## config.mk

```make
export PLATFORM = sky130hd
export DESIGN_NAME = alu_entry_sequencer_flat
export DESIGN_NICKNAME = d
export VERILOG_FILES = /design/src/rtl/alu_ctrl_pkg.sv /design/src/rtl/alu_entry_sequencer_if.sv /design/src/rtl/cycle_timer.sv /design/src/rtl/alu_entry_sequencer.sv /design/src/flat_wrapper.sv
export SDC_FILE = /design/constraint.sdc
export NUM_CORES = 1
export LEC_CHECK = 0
export ABC_AREA = 1
export BUFFER_PORTS_ARGS = -buffer_cell sky130_fd_sc_hd__buf_4
export CORE_MARGIN = 2
export CORE_UTILIZATION = 49
export CTS_CLUSTER_DIAMETER = 30
export CTS_CLUSTER_SIZE = 10
export DETAILED_ROUTE_END_ITERATION = 8
export PLACE_DENSITY = 0.82
export SLEW_MARGIN = 40
export SYNTH_ARGS = -nofsm -noshare
export SYNTH_HDL_FRONTEND = slang
export SYNTH_SLANG_ARGS = --single-unit
```

## constraint.sdc

```tcl
create_clock -name clock -period 3.5 [get_ports clock]
set_input_delay 0.525 -clock clock [delete_from_list [all_inputs] [get_ports clock]]
set_output_delay 0.525 -clock clock [all_outputs]
set_load 0.03 [all_outputs]
```

## src/rtl/alu_ctrl_pkg.sv

```systemverilog
// Shared state encoding for the ALU front-panel entry sequencer.
package alu_ctrl_pkg;

    localparam int unsigned STATE_W = 3;

    typedef enum logic [STATE_W-1:0] {
        S_A    = 3'd0,
        S_B    = 3'd1,
        S_OP   = 3'd2,
        S_EXEC = 3'd3,
        S_SHOW = 3'd4
    } state_t;

endpackage

```

## src/rtl/alu_entry_sequencer_if.sv

```systemverilog
// Panel/ALU signal bundle between the entry sequencer and its surroundings.
interface alu_entry_sequencer_if
    import alu_ctrl_pkg::*;
#(
    parameter int unsigned WIDTH    = 8,
    parameter int unsigned OP_WIDTH = 3
);
    logic                enter_rise;
    logic                clear_rise;
    logic [WIDTH-1:0]    switches;
    logic [WIDTH-1:0]    alu_result;
    logic [WIDTH-1:0]    operand_a;
    logic [WIDTH-1:0]    operand_b;
    logic [OP_WIDTH-1:0] opcode;
    logic                alu_start;
    logic [WIDTH-1:0]    result;
    logic                done;
    logic                err;
    logic [STATE_W-1:0]  state_led;

    modport master (
        input  enter_rise, clear_rise, switches, alu_result,
        output operand_a, operand_b, opcode, alu_start, result, done, err, state_led
    );

    modport slave (
        output enter_rise, clear_rise, switches, alu_result,
        input  operand_a, operand_b, opcode, alu_start, result, done, err, state_led
    );
endinterface

```

## src/rtl/cycle_timer.sv

```systemverilog
// Saturating up-counter that flags once it has counted MAX enabled cycles.
module cycle_timer #(
    parameter int unsigned MAX = 1
) (
    input  logic clock,
    input  logic rstsync,
    input  logic clr,
    input  logic en,
    output logic expired
);
    localparam int unsigned CW = (MAX > 0) ? $clog2(MAX + 1) : 1;
    localparam logic [CW-1:0] CMAX = CW'(MAX);

    logic [CW-1:0] cnt;

    always_ff @(posedge clock) begin
        if (rstsync || clr) begin
            cnt <= '0;
        end else if (en && (cnt != CMAX)) begin
            cnt <= cnt + CW'(1);
        end
    end

    assign expired = (cnt == CMAX);
endmodule

```

## src/rtl/alu_entry_sequencer.sv

```systemverilog
// Front-panel controller: steps through A/B/opcode entry, fires the ALU, holds its result.
module alu_entry_sequencer
    import alu_ctrl_pkg::*;
#(
    parameter int unsigned WIDTH          = 8,
    parameter int unsigned OP_WIDTH       = 3,
    parameter int unsigned ALU_LATENCY    = 1,
    parameter int unsigned TIMEOUT_CYCLES = 0
) (
    input  logic                 clock,
    input  logic                 rstsync,
    alu_entry_sequencer_if.master bus
);
    state_t state_q, state_n;
    logic   ld_a, ld_b, ld_op, cap, start_n, to_err;
    logic   lat_done, idle_expired, in_entry;

    logic [WIDTH-1:0]    operand_a_q, operand_b_q, result_q;
    logic [OP_WIDTH-1:0] opcode_q;
    logic                alu_start_q, err_q;

    assign in_entry = (state_q == S_B) || (state_q == S_OP);

    // Latency counter is zero on the first S_EXEC cycle because it is held clear outside S_EXEC.
    cycle_timer #(.MAX(ALU_LATENCY)) u_lat (
        .clock   (clock),
        .rstsync (rstsync),
        .clr     (state_q != S_EXEC),
        .en      (1'b1),
        .expired (lat_done)
    );

    generate
        if (TIMEOUT_CYCLES > 0) begin : g_idle
            cycle_timer #(.MAX(TIMEOUT_CYCLES)) u_idle (
                .clock   (clock),
                .rstsync (rstsync),
                .clr     (!in_entry || bus.enter_rise),
                .en      (1'b1),
                .expired (idle_expired)
            );
        end else begin : g_no_idle
            assign idle_expired = 1'b0;
        end
    endgenerate

    always_ff @(posedge clock) begin
        if (rstsync) state_q <= S_A;
        else         state_q <= state_n;
    end

    always_comb begin
        state_n = state_q;
        ld_a    = 1'b0;
        ld_b    = 1'b0;
        ld_op   = 1'b0;
        cap     = 1'b0;
        start_n = 1'b0;
        to_err  = 1'b0;
        if (bus.clear_rise) begin
            state_n = S_A;
        end else begin
            case (state_q)
                S_A: if (bus.enter_rise) begin
                    ld_a    = 1'b1;
                    state_n = S_B;
                end
                S_B: if (bus.enter_rise) begin
                    ld_b    = 1'b1;
                    state_n = S_OP;
                end else if (idle_expired) begin
                    to_err  = 1'b1;
                    state_n = S_A;
                end
                S_OP: if (bus.enter_rise) begin
                    ld_op   = 1'b1;
                    start_n = 1'b1;
                    state_n = S_EXEC;
                end else if (idle_expired) begin
                    to_err  = 1'b1;
                    state_n = S_A;
                end
                S_EXEC: if (lat_done) begin
                    cap     = 1'b1;
                    state_n = S_SHOW;
                end
                S_SHOW: if (bus.enter_rise) state_n = S_A;
                default: state_n = S_A;
            endcase
        end
    end

    always_ff @(posedge clock) begin
        if (rstsync) begin
            operand_a_q <= '0;
            operand_b_q <= '0;
            opcode_q    <= '0;
            result_q    <= '0;
            alu_start_q <= 1'b0;
            err_q       <= 1'b0;
        end else begin
            alu_start_q <= start_n;
            if (bus.clear_rise) begin
                operand_a_q <= '0;
                operand_b_q <= '0;
                opcode_q    <= '0;
                result_q    <= '0;
                err_q       <= 1'b0;
            end else begin
                if (ld_a) begin
                    operand_a_q <= bus.switches;
                    err_q       <= 1'b0;
                end
                if (ld_b)   operand_b_q <= bus.switches;
                if (ld_op)  opcode_q    <= bus.switches[OP_WIDTH-1:0];
                if (cap)    result_q    <= bus.alu_result;
                if (to_err) err_q       <= 1'b1;
            end
        end
    end

    assign bus.operand_a = operand_a_q;
    assign bus.operand_b = operand_b_q;
    assign bus.opcode    = opcode_q;
    assign bus.alu_start = alu_start_q;
    assign bus.result    = result_q;
    assign bus.err       = err_q;
    assign bus.done      = (state_q == S_SHOW);
    assign bus.state_led = state_q;
endmodule

```

## src/flat_wrapper.sv

```systemverilog
// flat-port wrapper written by rule: the top's interface ports become plain ports
module alu_entry_sequencer_flat import alu_ctrl_pkg::*;
#(
    parameter int unsigned WIDTH          = 8,
    parameter int unsigned OP_WIDTH       = 3,
    parameter int unsigned ALU_LATENCY    = 1,
    parameter int unsigned TIMEOUT_CYCLES = 0
)
  (clock, rstsync, bus_enter_rise, bus_clear_rise, bus_switches, bus_alu_result, bus_operand_a, bus_operand_b, bus_opcode, bus_alu_start, bus_result, bus_done, bus_err, bus_state_led);
  alu_entry_sequencer_if #(.WIDTH(WIDTH), .OP_WIDTH(OP_WIDTH)) bus_i ();
  input  logic clock;
  input  logic rstsync;
  input wire logic [$bits(bus_i.enter_rise)-1:0] bus_enter_rise;
  input wire logic [$bits(bus_i.clear_rise)-1:0] bus_clear_rise;
  input wire logic [$bits(bus_i.switches)-1:0] bus_switches;
  input wire logic [$bits(bus_i.alu_result)-1:0] bus_alu_result;
  output wire logic [$bits(bus_i.operand_a)-1:0] bus_operand_a;
  output wire logic [$bits(bus_i.operand_b)-1:0] bus_operand_b;
  output wire logic [$bits(bus_i.opcode)-1:0] bus_opcode;
  output wire logic [$bits(bus_i.alu_start)-1:0] bus_alu_start;
  output wire logic [$bits(bus_i.result)-1:0] bus_result;
  output wire logic [$bits(bus_i.done)-1:0] bus_done;
  output wire logic [$bits(bus_i.err)-1:0] bus_err;
  output wire logic [$bits(bus_i.state_led)-1:0] bus_state_led;
  assign bus_i.enter_rise = bus_enter_rise;
  assign bus_i.clear_rise = bus_clear_rise;
  assign bus_i.switches = bus_switches;
  assign bus_i.alu_result = bus_alu_result;
  assign bus_operand_a = bus_i.operand_a;
  assign bus_operand_b = bus_i.operand_b;
  assign bus_opcode = bus_i.opcode;
  assign bus_alu_start = bus_i.alu_start;
  assign bus_result = bus_i.result;
  assign bus_done = bus_i.done;
  assign bus_err = bus_i.err;
  assign bus_state_led = bus_i.state_led;
  alu_entry_sequencer #(.WIDTH(WIDTH), .OP_WIDTH(OP_WIDTH), .ALU_LATENCY(ALU_LATENCY), .TIMEOUT_CYCLES(TIMEOUT_CYCLES)) u_core (.clock(clock), .rstsync(rstsync), .bus(bus_i));
endmodule
```

==> metrics.txt <==
# TYPE chip_impl_metric gauge
chip_impl_info{name="outcome",value="finished clean"} 1
chip_impl_metric{name="fp.dieH",unit="um"} 53.8
chip_impl_metric{name="grt_max_degree",unit=""} 30
chip_impl_metric{name="placement_rows",unit=""} 18
chip_impl_metric{name="area.growth.synth_to_final",unit="%"} 36.6
chip_impl_info{name="cts_tree",value="done"} 1
chip_impl_metric{name="worst-r2r-cell-count",unit=""} 6
chip_impl_metric{name="route.detailed.vias_per_inst",unit=""} 4.99
chip_impl_metric{name="finalInstanceArea",unit="mm^2"} 0.00166
chip_impl_metric{name="post-dp-hpwl",unit="um"} 2300
chip_impl_metric{name="final_hold_viol_count",unit=""} 0
chip_impl_metric{name="syn_inst",unit=""} 161
chip_impl_metric{name="max_cap_viol_count",unit=""} 0
chip_impl_metric{name="clock_tree.buffer_depth",unit=""} 2
chip_impl_metric{name="final.setup_skew",unit="ns"} 0.00345
chip_impl_metric{name="initial_antenna_violation_count",unit=""} 0
chip_impl_metric{name="insertedDiodeCount",unit=""} 0
chip_impl_metric{name="synth-warning-count",unit=""} 0
chip_impl_metric{name="floorplan.die_area",unit="mm^2"} 0.00290
chip_impl_metric{name="mappedNetlistNets",unit=""} 181
chip_impl_metric{name="vdd_drop_max",unit="V"} 0.000247
chip_impl_info{name="cts.root.buffer_cell",value="sky130_fd_sc_hd__clkbuf_4"} 1
chip_impl_metric{name="core_box_area",unit="mm^2"} 0.00241
chip_impl_metric{name="max_freq",unit="MHz"} 556
chip_impl_metric{name="nets",unit=""} 236
chip_impl_metric{name="drc",unit=""} 0
chip_impl_metric{name="share_of_the_yosys_chip_area_belonging_to_registers",unit="%"} 52.6
chip_impl_metric{name="ctsHtreeMaxLevel",unit=""} 2
chip_impl_metric{name="power.internal",unit="mW"} 0.466
chip_impl_metric{name="place_inst",unit=""} 239
chip_impl_metric{name="power.leakage",unit="nW"} 0.861
chip_impl_metric{name="power.density_cell_area",unit="mW/mm^2"} 374
chip_impl_info{name="cp-start-kind",value="register"} 1
chip_impl_metric{name="detail_route.iter0.violations",unit=""} 23
chip_impl_metric{name="cts_made_buffers",unit=""} 5
chip_impl_metric{name="routed_wire_length_per_instance",unit="um"} 12.4
chip_impl_info{name="timing.critical_path.to_type",value="output port"} 1
chip_impl_metric{name="fillCellCount",unit=""} 206
chip_impl_metric{name="clock_sinks",unit=""} 32
chip_impl_metric{name="post-route-min-period",unit="ns"} 1.80
chip_impl_metric{name="postSynthAreaPerCell",unit="um^2"} 7.56
chip_impl_metric{name="postRouteWirelength",unit="um"} 3020
chip_impl_metric{name="ff_latch_area",unit="um^2"} 641
chip_impl_metric{name="combPwrFrac",unit="%"} 11.6
chip_impl_metric{name="power.sequential.fraction",unit="%"} 60.0
chip_impl_metric{name="initial_utilization",unit="%"} 50.5
chip_impl_metric{name="net_switching",unit="mW"} 0.157
chip_impl_metric{name="grt.overflow.total",unit=""} 0
chip_impl_metric{name="clk_latency",unit="ns"} 0.33
chip_impl_metric{name="port_buffers",unit=""} 51
chip_impl_metric{name="grt_first_pass_wirelength",unit="um"} 4850
chip_impl_metric{name="grt_overall_usage",unit="%"} 24.0
chip_impl_metric{name="fin_cells",unit=""} 244
chip_impl_metric{name="setup_viol",unit=""} 0
chip_impl_metric{name="r2r_slack",unit="ns"} 2.13
chip_impl_metric{name="multi_input_comb_area",unit="um^2"} 504
chip_impl_metric{name="cts.repair_timing.setup_buffer_count",unit=""} 0
chip_impl_metric{name="post_cts_resized",unit=""} 0
chip_impl_info{name="worst_hold_path_type",value="in2reg"} 1
chip_impl_metric{name="timing.final.crit_share",unit="%"} 51.4
chip_impl_metric{name="num_vias",unit=""} 1218
chip_impl_metric{name="cts.hold.buffers_added",unit=""} 0
chip_impl_info{name="setup.worst_path.class",value="reg2out"} 1
chip_impl_metric{name="slew_violations",unit=""} 0
chip_impl_metric{name="placement.cell_area",unit="mm^2"} 0.00163
chip_impl_metric{name="worst-endpoint-required",unit="ns"} 2.97
chip_impl_metric{name="finalWeightedCongestion",unit=""} 0.784
chip_impl_metric{name="route.antenna.remaining_nets",unit=""} 0
chip_impl_metric{name="layout-drive-gt1-share",unit="%"} 31.3
chip_impl_metric{name="summed_negative_setup_slack_over_all_endpoints",unit="ns"} 0
chip_impl_metric{name="power_frac_clock",unit="%"} 28.4
chip_impl_metric{name="die_width",unit="um"} 53.8
chip_impl_metric{name="first_global_vias",unit=""} 1135
chip_impl_metric{name="worst_ep_arrival_time",unit="ns"} 1.28
chip_impl_metric{name="synth.distinct_cells",unit=""} 20
chip_impl_metric{name="io-pin-count",unit=""} 53
chip_impl_metric{name="holdPathStages",unit=""} 2
chip_impl_metric{name="post_synth_instance_area",unit="mm^2"} 0.00122
chip_impl_metric{name="switching_share",unit="%"} 25.2
chip_impl_info{name="rsz0062_at_grt",value="false"} 1
chip_impl_metric{name="cp_max_fo",unit=""} 6
chip_impl_metric{name="synth-seq-cells",unit=""} 32
chip_impl_metric{name="drt-pass1-iter-count",unit=""} 4
chip_impl_metric{name="cts.reportedPaths.clkPinSlew",unit="ns"} 0.09
==> critical path: stages (launching register included) <==
cell	delay, ns
sky130_fd_sc_hd__dfxtp_1	0.49
sky130_fd_sc_hd__inv_1	0.10
sky130_fd_sc_hd__nor2_1	0.17
sky130_fd_sc_hd__buf_4	0.19
==> flip-flops by register name, summed over array words and instances, names as in the netlist <==
register,flops
u_core.bus.operand_b,8
u_core.bus.state_led,3
u_core.bus.operand_a,8
u_core.bus.opcode,3
u_core.u_lat.expired,1
u_core.bus.result,8
u_core.bus.alu_start,1
==> power groups by stage <==
stage | clock (mW) | sequential, mW | combinational (mW)
global route | 0.197 | 0.375 | 0.0794
floorplan | 0 | 0.393 | 0.0275
CTS | 0.181 | 0.374 | 0.0725
finish | 0.177 | 0.374 | 0.0722
detailed placement | 0 | 0.382 | 0.0722
global placement | 0 | 0.382 | 0.0704
==> through the flow <==
step | setup slack, ns | util [%] | hold WS [ns] | power [mW]
after floorplan | 1.80 | - | 0.597 | 0.420
after global placement | 1.93 | 67.4 | 0.492 | 0.452
after detailed placement | 1.91 | 67.4 | 0.504 | 0.454
after CTS | 1.70 | 69.0 | 0.350 | 0.627
after global routing | 1.62 | 69.0 | 0.357 | 0.651
final | 1.70 | 69.0 | 0.359 | 0.623
==> kinds of logic after synthesis <==
| group | Yosys count | synth area share, % |
|---|---|---|
| simple gates | 80 | 28.6 |
| flops | 32 | 52.6 |
| compound gates | 30 | 12.5 |
| buf+inv | 18 | 5.96 |
| other cells | 1 | 0.308 |
==> cell usage after synthesis <==
| cell | instances | share of area (%) |
|---|---|---|
| sky130_fd_sc_hd__buf_1 | 1 | 0.31 |
| sky130_fd_sc_hd__buf_4 | 1 | 0.62 |
| sky130_fd_sc_hd__clkbuf_1 | 1 | 0.31 |
| sky130_fd_sc_hd__dfxtp_1 | 32 | 53 |
| sky130_fd_sc_hd__o21ai_1 | 2 | 0.82 |
| sky130_fd_sc_hd__conb_1 | 1 | 0.31 |
| sky130_fd_sc_hd__nand2_4 | 1 | 0.92 |
| sky130_fd_sc_hd__a21oi_1 | 1 | 0.41 |
| sky130_fd_sc_hd__nor2_8 | 1 | 1.6 |
| sky130_fd_sc_hd__nor2_1 | 64 | 20 |
| sky130_fd_sc_hd__nor2_2 | 1 | 0.51 |
| sky130_fd_sc_hd__a211oi_1 | 1 | 0.62 |
| sky130_fd_sc_hd__o21ai_0 | 26 | 11 |
| sky130_fd_sc_hd__nand2_1 | 9 | 2.8 |
| sky130_fd_sc_hd__nor3_2 | 1 | 0.82 |
| sky130_fd_sc_hd__nand3_1 | 2 | 0.82 |
| sky130_fd_sc_hd__inv_1 | 9 | 2.8 |
| sky130_fd_sc_hd__clkbuf_2 | 1 | 0.41 |
| sky130_fd_sc_hd__nor3_4 | 1 | 1.3 |
| sky130_fd_sc_hd__inv_2 | 5 | 1.5 |
==> worst paths after layout <==
| kind | startpoint | endpoint |
|---|---|---|
| min | rstsync | u_core.u_lat.expired$_SDFF_PP0_ |
| max | u_core.bus.state_led[2]$_SDFFE_PP0P_ | bus_done |
| min reg2reg | u_core.bus.result[7]$_SDFFE_PP0P_ | u_core.bus.result[7]$_SDFFE_PP0P_ |
| max reg2reg | u_core.bus.state_led[2]$_SDFFE_PP0P_ | u_core.bus.operand_b[7]$_SDFFE_PP0P_ |
==> per-layer routing <==
metal  part of all wire (%)  up-vias  wire length [um]  global-route usage, %
li1                       -      612                 -                      -
met1                     41      568              1250                   26.3
met2                     50       33              1520                   41.3
met3                    6.7        5               202                   8.89
met4                    1.5        0                46                   10.3
met5                      0        -                 0                      0
==> cell type report <==
type	count	share of cell area (%)
clock buffers	5	2.26
well taps	30	2.26
inverters	14	3.16
flip-flops and latches	32	38.5
multi-input cells	111	30.3
repair buffers	52	23.5
==> placed cells by master (no fill, tap or decap), drive strengths merged <==
| cell type | n |
|---|---|
| dfxtp | 32 |
| o21ai | 28 |
| a211oi | 1 |
| clkbuf | 5 |
| conb | 1 |
| a21oi | 1 |
| nand2 | 10 |
| nor3 | 2 |
| buf | 52 |
| inv | 14 |
| nor2 | 66 |
| nand3 | 2 |
(Power assumes the default switching activity.)
